### src/rtl/voltage_stats_pkg.sv
// Shared types and default constants for the voltage window statistics block:
// alarm FSM states, readout select encodings and default window/threshold values.
package voltage_stats_pkg;

    typedef enum logic [1:0] {
        ST_FILL   = 2'd0,
        ST_NORMAL = 2'd1,
        ST_OVER   = 2'd2,
        ST_UNDER  = 2'd3
    } alarm_state_e;

    typedef enum logic [1:0] {
        SEL_AVG   = 2'd0,
        SEL_MIN   = 2'd1,
        SEL_MAX   = 2'd2,
        SEL_COUNT = 2'd3
    } readout_sel_e;

    localparam int unsigned DEF_WIN_LOG2 = 3;
    localparam logic [7:0]  DEF_OV_SET   = 8'd200;
    localparam logic [7:0]  DEF_OV_CLR   = 8'd190;
    localparam logic [7:0]  DEF_UV_SET   = 8'd40;
    localparam logic [7:0]  DEF_UV_CLR   = 8'd50;

    localparam logic [7:0]  MIN_INIT     = 8'hFF;
    localparam logic [7:0]  MAX_INIT     = 8'h00;
    localparam logic [7:0]  COUNT_MAX    = 8'hFF;

endpackage

### src/rtl/window_ring_buffer.sv
// Circular sample window with a running sum; produces the truncated window average
// (registered and next-state) plus a sticky flag once the window has filled.
module window_ring_buffer
    import voltage_stats_pkg::*;
#(
    parameter int unsigned WIN_LOG2 = DEF_WIN_LOG2
) (
    input  logic       clk,
    input  logic       rst_n,
    input  logic       accept_i,
    input  logic [7:0] sample_i,
    output logic [7:0] avg_o,
    output logic [7:0] avg_next_o,
    output logic       avg_valid_o
);

    localparam int unsigned DEPTH  = 1 << WIN_LOG2;
    localparam int unsigned SUM_W  = WIN_LOG2 + 8;
    localparam int unsigned FILL_W = WIN_LOG2 + 1;

    logic [7:0]          mem_q [DEPTH];
    logic [WIN_LOG2-1:0] wr_ptr_q;
    logic [SUM_W-1:0]    sum_q, sum_d;
    logic [FILL_W-1:0]   fill_q;
    logic [7:0]          avg_q, avg_d;

    // The slot about to be overwritten is the oldest sample; it is zero until the first wrap.
    always_comb begin
        // NOTE: every variable gets a default first so no path leaves it unassigned (no latch).
        sum_d = sum_q;
        avg_d = avg_q;
        if (accept_i) begin
            sum_d = sum_q + SUM_W'(sample_i) - SUM_W'(mem_q[wr_ptr_q]);
            avg_d = 8'(sum_d >> WIN_LOG2);
        end
    end

    always_ff @(posedge clk) begin
        if (!rst_n) begin
            // NOTE: the window memory is reset so the running sum starts from true zeros.
            for (int i = 0; i < DEPTH; i++) begin
                mem_q[i] <= '0;
            end
            // NOTE: sequential state uses <= so all registers see pre-edge values.
            wr_ptr_q <= '0;
            sum_q    <= '0;
            avg_q    <= '0;
            fill_q   <= '0;
        end else if (accept_i) begin
            mem_q[wr_ptr_q] <= sample_i;
            wr_ptr_q        <= wr_ptr_q + WIN_LOG2'(1);
            sum_q           <= sum_d;
            avg_q           <= avg_d;
            if (!fill_q[WIN_LOG2]) begin
                fill_q <= fill_q + FILL_W'(1);
            end
        end
    end

    assign avg_o       = avg_q;
    assign avg_next_o  = avg_d;
    assign avg_valid_o = fill_q[WIN_LOG2];

endmodule

### src/rtl/voltage_window_stats.sv
// Voltage monitor: windowed average with hysteretic over/under alarms, min/max/count
// statistics, and a registered readout mux.
module voltage_window_stats
    import voltage_stats_pkg::*;
#(
    parameter int unsigned WIN_LOG2 = DEF_WIN_LOG2,
    parameter logic [7:0]  OV_SET   = DEF_OV_SET,
    parameter logic [7:0]  OV_CLR   = DEF_OV_CLR,
    parameter logic [7:0]  UV_SET   = DEF_UV_SET,
    parameter logic [7:0]  UV_CLR   = DEF_UV_CLR
) (
    input  logic       clk,
    input  logic       rst_n,
    input  logic       ena,
    input  logic [7:0] sample_in,
    input  logic       sample_valid,
    input  logic       clr_stats,
    input  logic [1:0] sel,
    output logic [7:0] data_out,
    output logic       avg_valid,
    output logic       over_v,
    output logic       under_v
);

    logic         accept;
    logic [7:0]   avg_q, avg_d;
    logic [7:0]   min_q, min_d, max_q, max_d, cnt_q, cnt_d, dout_q, dout_d;
    alarm_state_e state_q, state_d;

    assign accept = ena & sample_valid;

    window_ring_buffer #(
        .WIN_LOG2(WIN_LOG2)
    ) u_ring (
        .clk        (clk),
        .rst_n      (rst_n),
        .accept_i   (accept),
        .sample_i   (sample_in),
        .avg_o      (avg_q),
        .avg_next_o (avg_d),
        .avg_valid_o(avg_valid)
    );

    // A clear coinciding with a sample restarts the statistics from that sample.
    always_comb begin
        min_d = min_q;
        max_d = max_q;
        cnt_d = cnt_q;
        if (ena && clr_stats) begin
            min_d = accept ? sample_in : MIN_INIT;
            max_d = accept ? sample_in : MAX_INIT;
            cnt_d = accept ? 8'd1 : 8'd0;
        end else if (accept) begin
            if (sample_in < min_q) min_d = sample_in;
            if (sample_in > max_q) max_d = sample_in;
            if (cnt_q != COUNT_MAX) cnt_d = cnt_q + 8'd1;
        end
    end

    always_comb begin
        case (readout_sel_e'(sel))
            SEL_AVG:   dout_d = avg_d;
            SEL_MIN:   dout_d = min_d;
            SEL_MAX:   dout_d = max_d;
            SEL_COUNT: dout_d = cnt_d;
            default:   dout_d = avg_d;
        endcase
    end

    always_ff @(posedge clk) begin
        if (!rst_n) begin
            min_q  <= MIN_INIT;
            max_q  <= MAX_INIT;
            cnt_q  <= '0;
            dout_q <= '0;
        end else if (ena) begin
            min_q  <= min_d;
            max_q  <= max_d;
            cnt_q  <= cnt_d;
            dout_q <= dout_d;
        end
    end

    // Alarm FSM: state register, next-state logic, output decode.
    always_ff @(posedge clk) begin
        if (!rst_n) begin
            state_q <= ST_FILL;
        end else if (ena) begin
            state_q <= state_d;
        end
    end

    always_comb begin
        state_d = state_q;
        case (state_q)
            ST_FILL:   if (avg_valid)       state_d = ST_NORMAL;
            ST_NORMAL: if (avg_q >= OV_SET) state_d = ST_OVER;
                       else if (avg_q <= UV_SET) state_d = ST_UNDER;
            ST_OVER:   if (avg_q <= OV_CLR) state_d = ST_NORMAL;
            ST_UNDER:  if (avg_q >= UV_CLR) state_d = ST_NORMAL;
            default:                        state_d = ST_FILL;
        endcase
    end

    always_comb begin
        over_v  = (state_q == ST_OVER);
        under_v = (state_q == ST_UNDER);
    end

    assign data_out = dout_q;

endmodule
### config.mk
export PLATFORM = sky130hd
export DESIGN_NAME = voltage_window_stats
export DESIGN_NICKNAME = d
export VERILOG_FILES = /design/src/rtl/voltage_stats_pkg.sv /design/src/rtl/window_ring_buffer.sv /design/src/rtl/voltage_window_stats.sv
export SDC_FILE = /design/constraint.sdc
export NUM_CORES = 1
export LEC_CHECK = 0
export ABC_AREA = 1
export CAP_MARGIN = 20
export CORE_ASPECT_RATIO = 0.6
export CORE_MARGIN = 8
export CORE_UTILIZATION = 59
export DETAILED_ROUTE_END_ITERATION = 8
export GPL_ROUTABILITY_DRIVEN = 0
export PLACE_DENSITY = 0.84
export RECOVER_POWER = 25
export SETUP_SLACK_MARGIN = 0.1
export SLEW_MARGIN = 10
export SYNTH_ARGS = -nofsm -noshare
export SYNTH_HDL_FRONTEND = slang
export SYNTH_SLANG_ARGS = --single-unit
### constraint.sdc
create_clock -name clk -period 3.5 [get_ports clk]
set_input_delay 0.7 -clock clk [delete_from_list [all_inputs] [get_ports clk]]
set_output_delay 0.7 -clock clk [all_outputs]
set_load 0.005 [all_outputs]
==> results.toml, run 1 <==
[sta]
skew_ns = 0.0111
finalHoldWorstSlack_ns = 0.466
grt_setup_unrepaired = "yes"
final-setup-viol-count = 0
post-route-period-util = 0.957
hold_viol = 0
min_period_ns = 3.35
slew_viol_final = 0
tightest_slew_ns = 1.28
fmax_mhz = 298
slew_headroom = 0.145

[setup_path]
path_class = "register to register"
r2r_slack_ns = 0.15
cp_cell_sequence = "buf_12, buf_8, o21ai_0, o22ai_1, nor2_1, a31oi_2, fa_1, inv_2, ha_4, a21o_1, a21boi_2, nand3_1, nand2_1, nand3_1, o21ai_1, nand2_1, nand3_1, nand2_1, a21oi_1"
cp_slowest_cell = "fa_1"
cp.required_ns = 3.86
cp_max_fo = 7
crit_arrival_ns = 3.71
crit_end = "data_out[7]"
rr_endpoint = "data_out[7]"
worstRegToRegCells = 19
start_kind = "register"
worstSetupEndpointType = "register"
slowest_delay_ns = 0.46

[global_route]
antenna_found_initial = 0
grt.overflow.total = 0
grt_pass1_wl_um = 30500
grt_max_degree = 46
grt_use_total = 0.253
grt_pass1_vias = 5872

[finish]
fillers = 841
antenna_cells = 0
final_area_sq_mm = 0.00828
layout-drive-gt1-share = 0.127
final_nets = 1000
syn_to_final_growth_pct = 19.2

[detailed_routing]
met1_length_um = 8610
ant_nets = 0
met3_length_um = 3430
vias = 6541
avgRoutedWirePerCell_um = 18.3
dr.pass1.iters = 5
wl_met2_um = 8030
drtIter0Drc = 680
wl_um = 20500
highest_layer = "met4"
viasPerCell = 5.83
drc = 0

[synthesis]
synth_cell_type_count = 42
ys_ff_latch = 127
synth-simple-area-share = 0.265
synth.avg_cell_area_sq_um = 7.73
synth_most_common_cell = "nor2_1"
synth_top_family_by_area = "simple AND/OR/NAND/NOR gates"
ys.flop_type = "edfxtp_1"
yosysTopAreaCell = "edfxtp_1"
synth_xor_area_frac = 0.00882
synth-warning-count = 0
synthMuxAreaShare = 0
synth_edf_count = 64
async_reset_ff_frac = 0
netlist_area_sq_mm = 0.00695
synth_top_area_frac = 0.276
yosys-top-cells-count = "172 x nor2_1, 167 x nand2_1, 101 x inv_1, 72 x nand3_1, 64 x edfxtp_1"
synth_area_leaders = "edfxtp_1 28%, dfxtp_1 18%, nor2_1 9.3%, nand2_1 9.0%, inv_1 5.5%"
netlist_instances = 899
yosysSeqAreaShare = 0.458
syn-num-nets = 951
synth-compound-area-share = 0.115
synthAdderAreaFrac = 0.0752

[cts]
clockBufferDepth = 2
clock_latency_ns = 0.43
clk_pin_slew_ns = 0.06
numCtsBuffers = 17
htree_levels = 4
root_buffer = "clkbuf_16"
cts_sinks = 127
cts_tree = "built"

[pwr]
powerDensity_mw_per_mm2 = 546
ir_worst_vdd_mv = 0.375
p_leak_uw = 0.00368

[hold_path]
hp-class = "register to register"
min_from = "data_out[4]"

[die]
core_sq_mm = 0.0114
ios = 26
rows = 30
design.die.area_sq_mm = 0.0156
die_h_um = 100
die-width_um = 156
start_util = 0.609

[flow_run]
drv_cap = 0

[outcome]
status = "complete, no violations"

[placed_design]
hpwl_um = 13800
dpl_cell_area_sq_mm = 0.00752
portBuffers = 25
[cells in the final DEF, fill, tap and decap left out, drive strengths merged, types with 2 or more instances in the layout]
cell,count
nand2,174
a31oi,9
o22ai,8
clkdlybuf4s50,16
a21o,2
buf,33
nand3,74
edfxtp,64
nor3,6
a21oi,58
clkinv,15
nor4,2
or2,2
dfxtp,63
inv,107
fa,8
clkinvlp,3
nor2,174
dlygate4sd3,9
xor2,6
ha,29
o21ai,63
nand4,7
clkbuf,21
[timing repair]
item | 4_1_cts | 5_1_grt
endpoints found under the setup margin | 5 | 19
pin swaps | 2 | 19
buffers inserted | 0 | 4
cloned | 0 | 1
gates resized for setup | 11 | 66
hold buffers | 0 | 0
[flip-flops by register name (all words and copies together), names as in the netlist, named ones only]
name,count
u_ring.sum_q,11
u_ring.fill_q,4
u_ring.avg_o,8
max_q,8
min_q,8
state_q,2
data_out,8
cnt_q,8
u_ring.mem_q,64
u_ring.wr_ptr_q,3
[where the power goes]
| part | internal (uW) | leakage [uW] | total [uW] | switching, uW |
|---|---|---|---|---|
| Sequential | 1660 | 0.00118 | 1730 | 68.5 |
| Clock | 896 | 0.000254 | 1590 | 693 |
| Combinational | 440 | 0.00225 | 1200 | 757 |
| Total | 3000 | 0.00368 | 4520 | 1520 |
[area by class of cell]
class / instances / area (sq um) / share of cell area
Timing Repair Buffer: 62 / 578 / 0.0698
Multi-Input combinational cell: 630 / 3370 / 0.407
Tap cell: 160 / 200 / 0.0242
Sequential cell: 127 / 3190 / 0.385
Clock buffer: 17 / 425 / 0.0514
Inverter: 110 / 423 / 0.0511
Clock inverter: 15 / 98.8 / 0.0119
[cells by family after synthesis]
logic type | Yosys count
AND/OR/NAND/NOR | 440
flip-flops | 127
XOR/XNOR | 7
adder cells (fa/ha/maj) | 37
buffers and inverters | 142
AO/OA/AOI/OAI | 146
[worst max-delay path, delay by kind of cell, from the launching register on]
kind                     cells  cell delay [ns]
AO/OA/AOI/OAI                7             1.21
adder cells (fa/ha/maj)      2             0.68
AND/OR/NAND/NOR              7             0.58
flip-flops                   1             0.43
buffers and inverters        3             0.37
[per-layer routing]
layer,GRT usage,vias to the layer above
met4,0.0727,0
met1,0.363,3020
met3,0.108,49
li1,-,3059
met2,0.335,413
met5,0,-
[worst min path at each step]
| stage | to | slack, ns | depth (start not counted) |
|---|---|---|---|
| floorplan | u_ring.fill_q[2] | 0.43 | 2 |
| global placement | u_ring.fill_q[2] | 0.45 | 2 |
| detailed placement | u_ring.sum_q[4] | 0.46 | 2 |
| CTS | u_ring.sum_q[4] | 0.47 | 2 |
| global route | data_out[2] | 0.49 | 2 |
| finish | data_out[4] | 0.47 | 2 |
[stage by stage]
| step | total power (uW) | std cells | utilization | TNS, ns | setup slack [ns] |
|---|---|---|---|---|---|
| after detailed placement | 2740 | 1084 | 0.659 | -0.268 | -0.130 |
| after floorplan | 2430 | 899 | - | 0 | 0.538 |
| after CTS | 4320 | 1116 | 0.706 | 0 | 0.0981 |
| after global routing | 4710 | 1121 | 0.726 | -0.0484 | -0.0354 |
| final | 4520 | 1121 | 0.726 | 0 | 0.149 |
| after global placement | 2710 | 1084 | 0.659 | -0.00511 | -0.00511 |
(Power assumes the default switching activity.)
==> run 2: changes to the inputs <==
- MAX_ROUTING_LAYER: default -> met4
- TNS_END_PERCENT: default -> 20
==> results.toml, run 2 (synthesis results as in run 1) <==
[setup_path]
path_common_cell = "inv_1"
path_class = "register to register"
r2r_slack_ns = 0.15
cp_max_fo = 8
cp_cell_sequence = "clkinv_8, buf_4, o21ai_2, a31oi_2, fa_1, inv_1, ha_1, inv_1, o21ai_1, a21oi_1, nand2_2, a21oi_2, o21ai_2, nand3_1, nand2_1, inv_1, nand2_1, a21oi_1"
cp_slowest_cell = "fa_1"
cp.required_ns = 3.85
worstSetupEndpointType = "register"
crit_arrival_ns = 3.69
critPathBufInv = 5
cpLargestDelayFamily = "compound AO/OA/AOI/OAI gates"
start_kind = "register"
slowest_delay_ns = 0.52

[cts]
cts_tree = "built"
clk_pin_slew_ns = 0.06
clock_latency_ns = 0.42
hold_buffers = 0
numCtsBuffers = 17
clockBufferDepth = 2
htree_levels = 4
root_buffer = "clkbuf_16"
cts_sinks = 127

[sta]
grt_setup_unrepaired = "yes"
post-route-period-util = 0.957
hold_viol = 0
slew_headroom = 0.179
skew_ns = 0.00899
fmax_mhz = 299
min_period_ns = 3.35
final-setup-viol-count = 0
slew_viol_final = 0
tightest_slew_ns = 1.23

[detailed_routing]
wl_met2_um = 7950
met1_length_um = 8900
drc = 0
dr.pass1.iters = 6
met3_length_um = 3090
avgRoutedWirePerCell_um = 18.2
vias = 6538
viasPerCell = 5.83
drtIter0Drc = 716
ant_nets = 0
highest_layer = "met4"
wl_um = 20400

[pwr]
p_clk_frac = 0.351
powerDensity_mw_per_mm2 = 544
ir_worst_vdd_mv = 0.395
p_seq_frac = 0.383
p_comb_frac = 0.266
p_int_uw = 3010
switchingPower_uw = 1520
p_sw_frac = 0.336
p_leak_uw = 0.00368
p_total_uw = 4530

[outcome]
status = "complete, no violations"

[global_route]
grt_use_total = 0.261
grt_pass1_vias = 5889
antenna_found_initial = 1
grt_max_degree = 46
grt.overflow.total = 0
grt_pass1_wl_um = 30500

[finish]
final_common_cell = "nor2_1"
final_nets = 1000
layout-drive-gt1-share = 0.134
final_area_sq_mm = 0.00833
syn_to_final_growth_pct = 19.9
final_cell_mix = "170 x nor2_1, 165 x nand2_1, 96 x inv_1"
largest-register = "u_ring.mem_q"
largest_register_ffs = 64
reg.largest.list = "u_ring.mem_q (64), u_ring.sum_q (11)"

[die]
ios = 26
rows = 30
start_util = 0.609
core_sq_mm = 0.0114
design.die.area_sq_mm = 0.0156
die_h_um = 100
die-width_um = 156

[placed_design]
hpwl_um = 13800
dpl_cell_area_sq_mm = 0.00752
portBuffers = 25

[hold_path]
hp-class = "register to register"

[flow_run]
drv_cap = 0
==> run 2: changes by cell type in the layout (fill, tap and decap cells not counted), moves of 2 or more <==
| cell | before | now |
|---|---|---|
| o21ai_0 | 34 | 31 |
| buf_4 | 28 | 26 |
| inv_1 | 99 | 96 |
| nor2_1 | 173 | 170 |
| inv_2 | 5 | 8 |
| o21ai_1 | 17 | 19 |
| nor2_2 | 0 | 3 |
==> run 2: metrics by stage <==
step | hold WS [ns] | util | setup slack (ns) | TNS (ns) | instances
finish | 0.465 | 0.730 | 0.152 | 0 | 1122
global route | 0.488 | 0.730 | -0.0562 | -0.0738 | 1122
CTS | 0.467 | 0.705 | 0.0511 | 0 | 1116
detailed placement | 0.459 | 0.659 | -0.130 | -0.268 | 1084
global placement | 0.448 | 0.659 | -0.00511 | -0.00511 | 1084
floorplan | 0.435 | - | 0.538 | 0 | 899
==> run 2: layer usage <==
| layer | global-route usage | vias up |
|---|---|---|
| met5 | - | - |
| li1 | - | 3061 |
| met3 | 0.109 | 52 |
| met2 | 0.334 | 427 |
| met1 | 0.364 | 2998 |
| met4 | 0.0705 | 0 |
==> run 2: timing repair <==
item                                    in CTS  in global routing
cloned                                       0                  3
endpoints found under the setup margin       5                 19
pin swaps                                    0                 19
setup buffers                                0                  2
gates resized for setup                      5                 83
==> run 2: worst paths after layout <==
path                                   from     endpoint  cells after the start
worst min-delay path            data_out[1]  data_out[1]                      2
worst min register to register  data_out[1]  data_out[1]                      2
worst max register to register     register  data_out[4]                     18
worst max-delay path               register  data_out[4]                     18
==> run 2: final cells by class <==
cell class | count | area, sq um
tap | 160 | 200
inverter | 110 | 428
antenna | 1 | 2.50
multi-input combinational | 630 | 3400
clock inverter | 15 | 98.8
fill | 840 | 3080
sequential | 127 | 3190
timing repair inverter | 1 | 8.76
timing repair buffer | 61 | 584
clock buffer | 17 | 425
==> run 2: power groups by stage <==
| stage | Clock, uW | Sequential [uW] | Combinational, uW |
|---|---|---|---|
| floorplan | 0 | 1740 | 697 |
| detailed placement | 0 | 1750 | 985 |
| global route | 1660 | 1740 | 1320 |
| CTS | 1580 | 1730 | 1010 |
| global placement | 0 | 1750 | 960 |
| finish | 1590 | 1730 | 1210 |
==> run 2: worst min-delay path: cells and delay by family (launching register included) <==
family          cells  cell delay, ns
compound gates      1            0.05
flops               1            0.31
simple gates        1            0.06
==> run 3: changes to the inputs <==
- GPL_TIMING_DRIVEN: default -> 0
==> results.toml, run 3 (synthesis results as in run 1) <==
[die]
ios = 26
die_h_um = 100
design.die.area_sq_mm = 0.0156
rows = 30
core_sq_mm = 0.0114
die-width_um = 156
start_util = 0.609

[global_route]
grt_use_total = 0.260
grt_pass1_wl_um = 30700
grt_use_met3 = 0.0978
grt_use_met1 = 0.362
grt_pass1_vias = 5925
top_usage_layer = "met1"
grt_use_met2 = 0.352
grt_max_degree = 17
antenna_found_initial = 0
grt.overflow.total = 0

[hold_path]
hp-class = "register to register"

[setup_path]
cp.required_ns = 3.85
path_common_cell = "nand2_1"
worstSetupEndpointType = "register"
crit_arrival_ns = 3.68
path_class = "register to register"
cpLargestDelayFamily = "compound AO/OA/AOI/OAI gates"
cp_cell_sequence = "clkbuf_4, o21ai_0, o22ai_1, nor2_1, a31oi_2, fa_1, inv_1, ha_2, a21o_1, a21boi_1, nand3_1, nand2_1, nand3_2, o21ai_2, nand2_1, nand3_1, nand2_1, a21oi_1"
cp_max_fo = 10
critPathBufInv = 2
start_kind = "register"
cp_slowest_cell = "fa_1"
slowest_delay_ns = 0.45

[detailed_routing]
dr.pass1.iters = 6
avgRoutedWirePerCell_um = 17.8
vias = 6638
wl_um = 19900
ant_nets = 0
drc = 0
viasPerCell = 5.94
drtIter0Drc = 962

[finish]
reg.largest.list = "u_ring.mem_q (64), u_ring.sum_q (11)"
layout-drive-gt1-share = 0.105
antenna_cells = 0
final_nets = 997
largest-register = "u_ring.mem_q"
syn_to_final_growth_pct = 18.0
final_cell_mix = "168 x nor2_1, 166 x nand2_1, 100 x inv_1"
final_common_cell = "nor2_1"
largest_register_ffs = 64

[sta]
hold_viol = 0
finalHoldWorstSlack_ns = 0.457
fmax_mhz = 300
slew_headroom = 0.526
final-setup-viol-count = 0
grt_setup_unrepaired = "yes"
slew_viol_final = 0
post-route-period-util = 0.951
tightest_slew_ns = 0.710
skew_ns = 0.00787
min_period_ns = 3.33

[pwr]
powerDensity_mw_per_mm2 = 554
ir_worst_vdd_mv = 0.374
p_total_uw = 4550
p_leak_uw = 0.00366

[flow_run]
drv_cap = 0

[cts]
hold_buffers = 0
clock_latency_ns = 0.42
clk_pin_slew_ns = 0.06
numCtsBuffers = 17
clockBufferDepth = 2
root_buffer = "clkbuf_16"
cts_tree = "built"
cts_sinks = 127
htree_levels = 4

[placed_design]
hpwl_um = 13700
portBuffers = 24

[outcome]
status = "complete, no violations"
run 3: changes by cell type in the layout (fill, tap and decap cells not counted), moves of 4 or more:
cell             delta
buf_4              -23
a21oi_1             +5
inv_2               -4
clkbuf_4           +10
inv_1               +4
o21ai_0             +6
clkbuf_1           +16
clkdlybuf4s50_1    -10
a21oi_2             -5
dlygate4sd2_1       +4
o21ai_2             -4
run 3: layout make-up:
cell class,count,area [sq um]
clock buffers,21,440
inverters,110,418
repair buffers,27,265
plain buffers,32,200
clock inverters,11,116
well taps,160,200
flip-flops and latches,127,3190
multi-input cells,630,3380
fillers,865,3210
run 3: path summary, 6_finish.rpt:
check | from | endpoint | slack (ns) | cells past startpoint
max | register | data_out[7] | 0.17 | 18
min | data_out[4] | data_out[4] | 0.46 | 2
max reg2reg | register | data_out[7] | 0.17 | 18
min reg2reg | data_out[4] | data_out[4] | 0.46 | 2
run 3: timing repair:
item | 4_1_cts | 5_1_grt
setup endpoints to repair | 20 | 14
setup buffers | 0 | 3
pin swaps | 0 | 10
gates resized for setup | 44 | 74
run 3: per-layer routing:
layer | share of wire | up-vias
met3 | 0.15 | 42
met5 | 0 | -
met2 | 0.41 | 465
li1 | - | 3050
met4 | 0.012 | 0
met1 | 0.43 | 3081
run 3: worst register-to-register path, delay by kind of cell (launching register included):
kind	cells	cell delay (ns)
AOI/OAI and AO/OA	7	1.23
and+or+nand+nor	7	0.57
adders and majority gates	2	0.76
DFF	1	0.39
buffers and inverters	2	0.30
run 3: metrics by stage:
step           instances  setup slack [ns]  area, sq um   util  setup TNS [ns]
2_1_floorplan        899             0.538         6950      -               0
3_3_place_gp        1083            -0.697         7390  0.648           -9.71
3_5_place_dp        1083            -0.756         7390  0.648          -10.57
4_1_cts             1115            0.0814         8010  0.702               0
5_1_grt             1118           -0.0517         8200  0.719         -0.0612
6_report            1118             0.172         8200  0.719               0
run 3: report_power, final:
part	switching [uW]	internal [uW]	total, uW	leakage (uW)
Combinational	719	394	1110	0.00221
Clock	663	1040	1700	0.000269
Sequential	63.6	1670	1730	0.00118
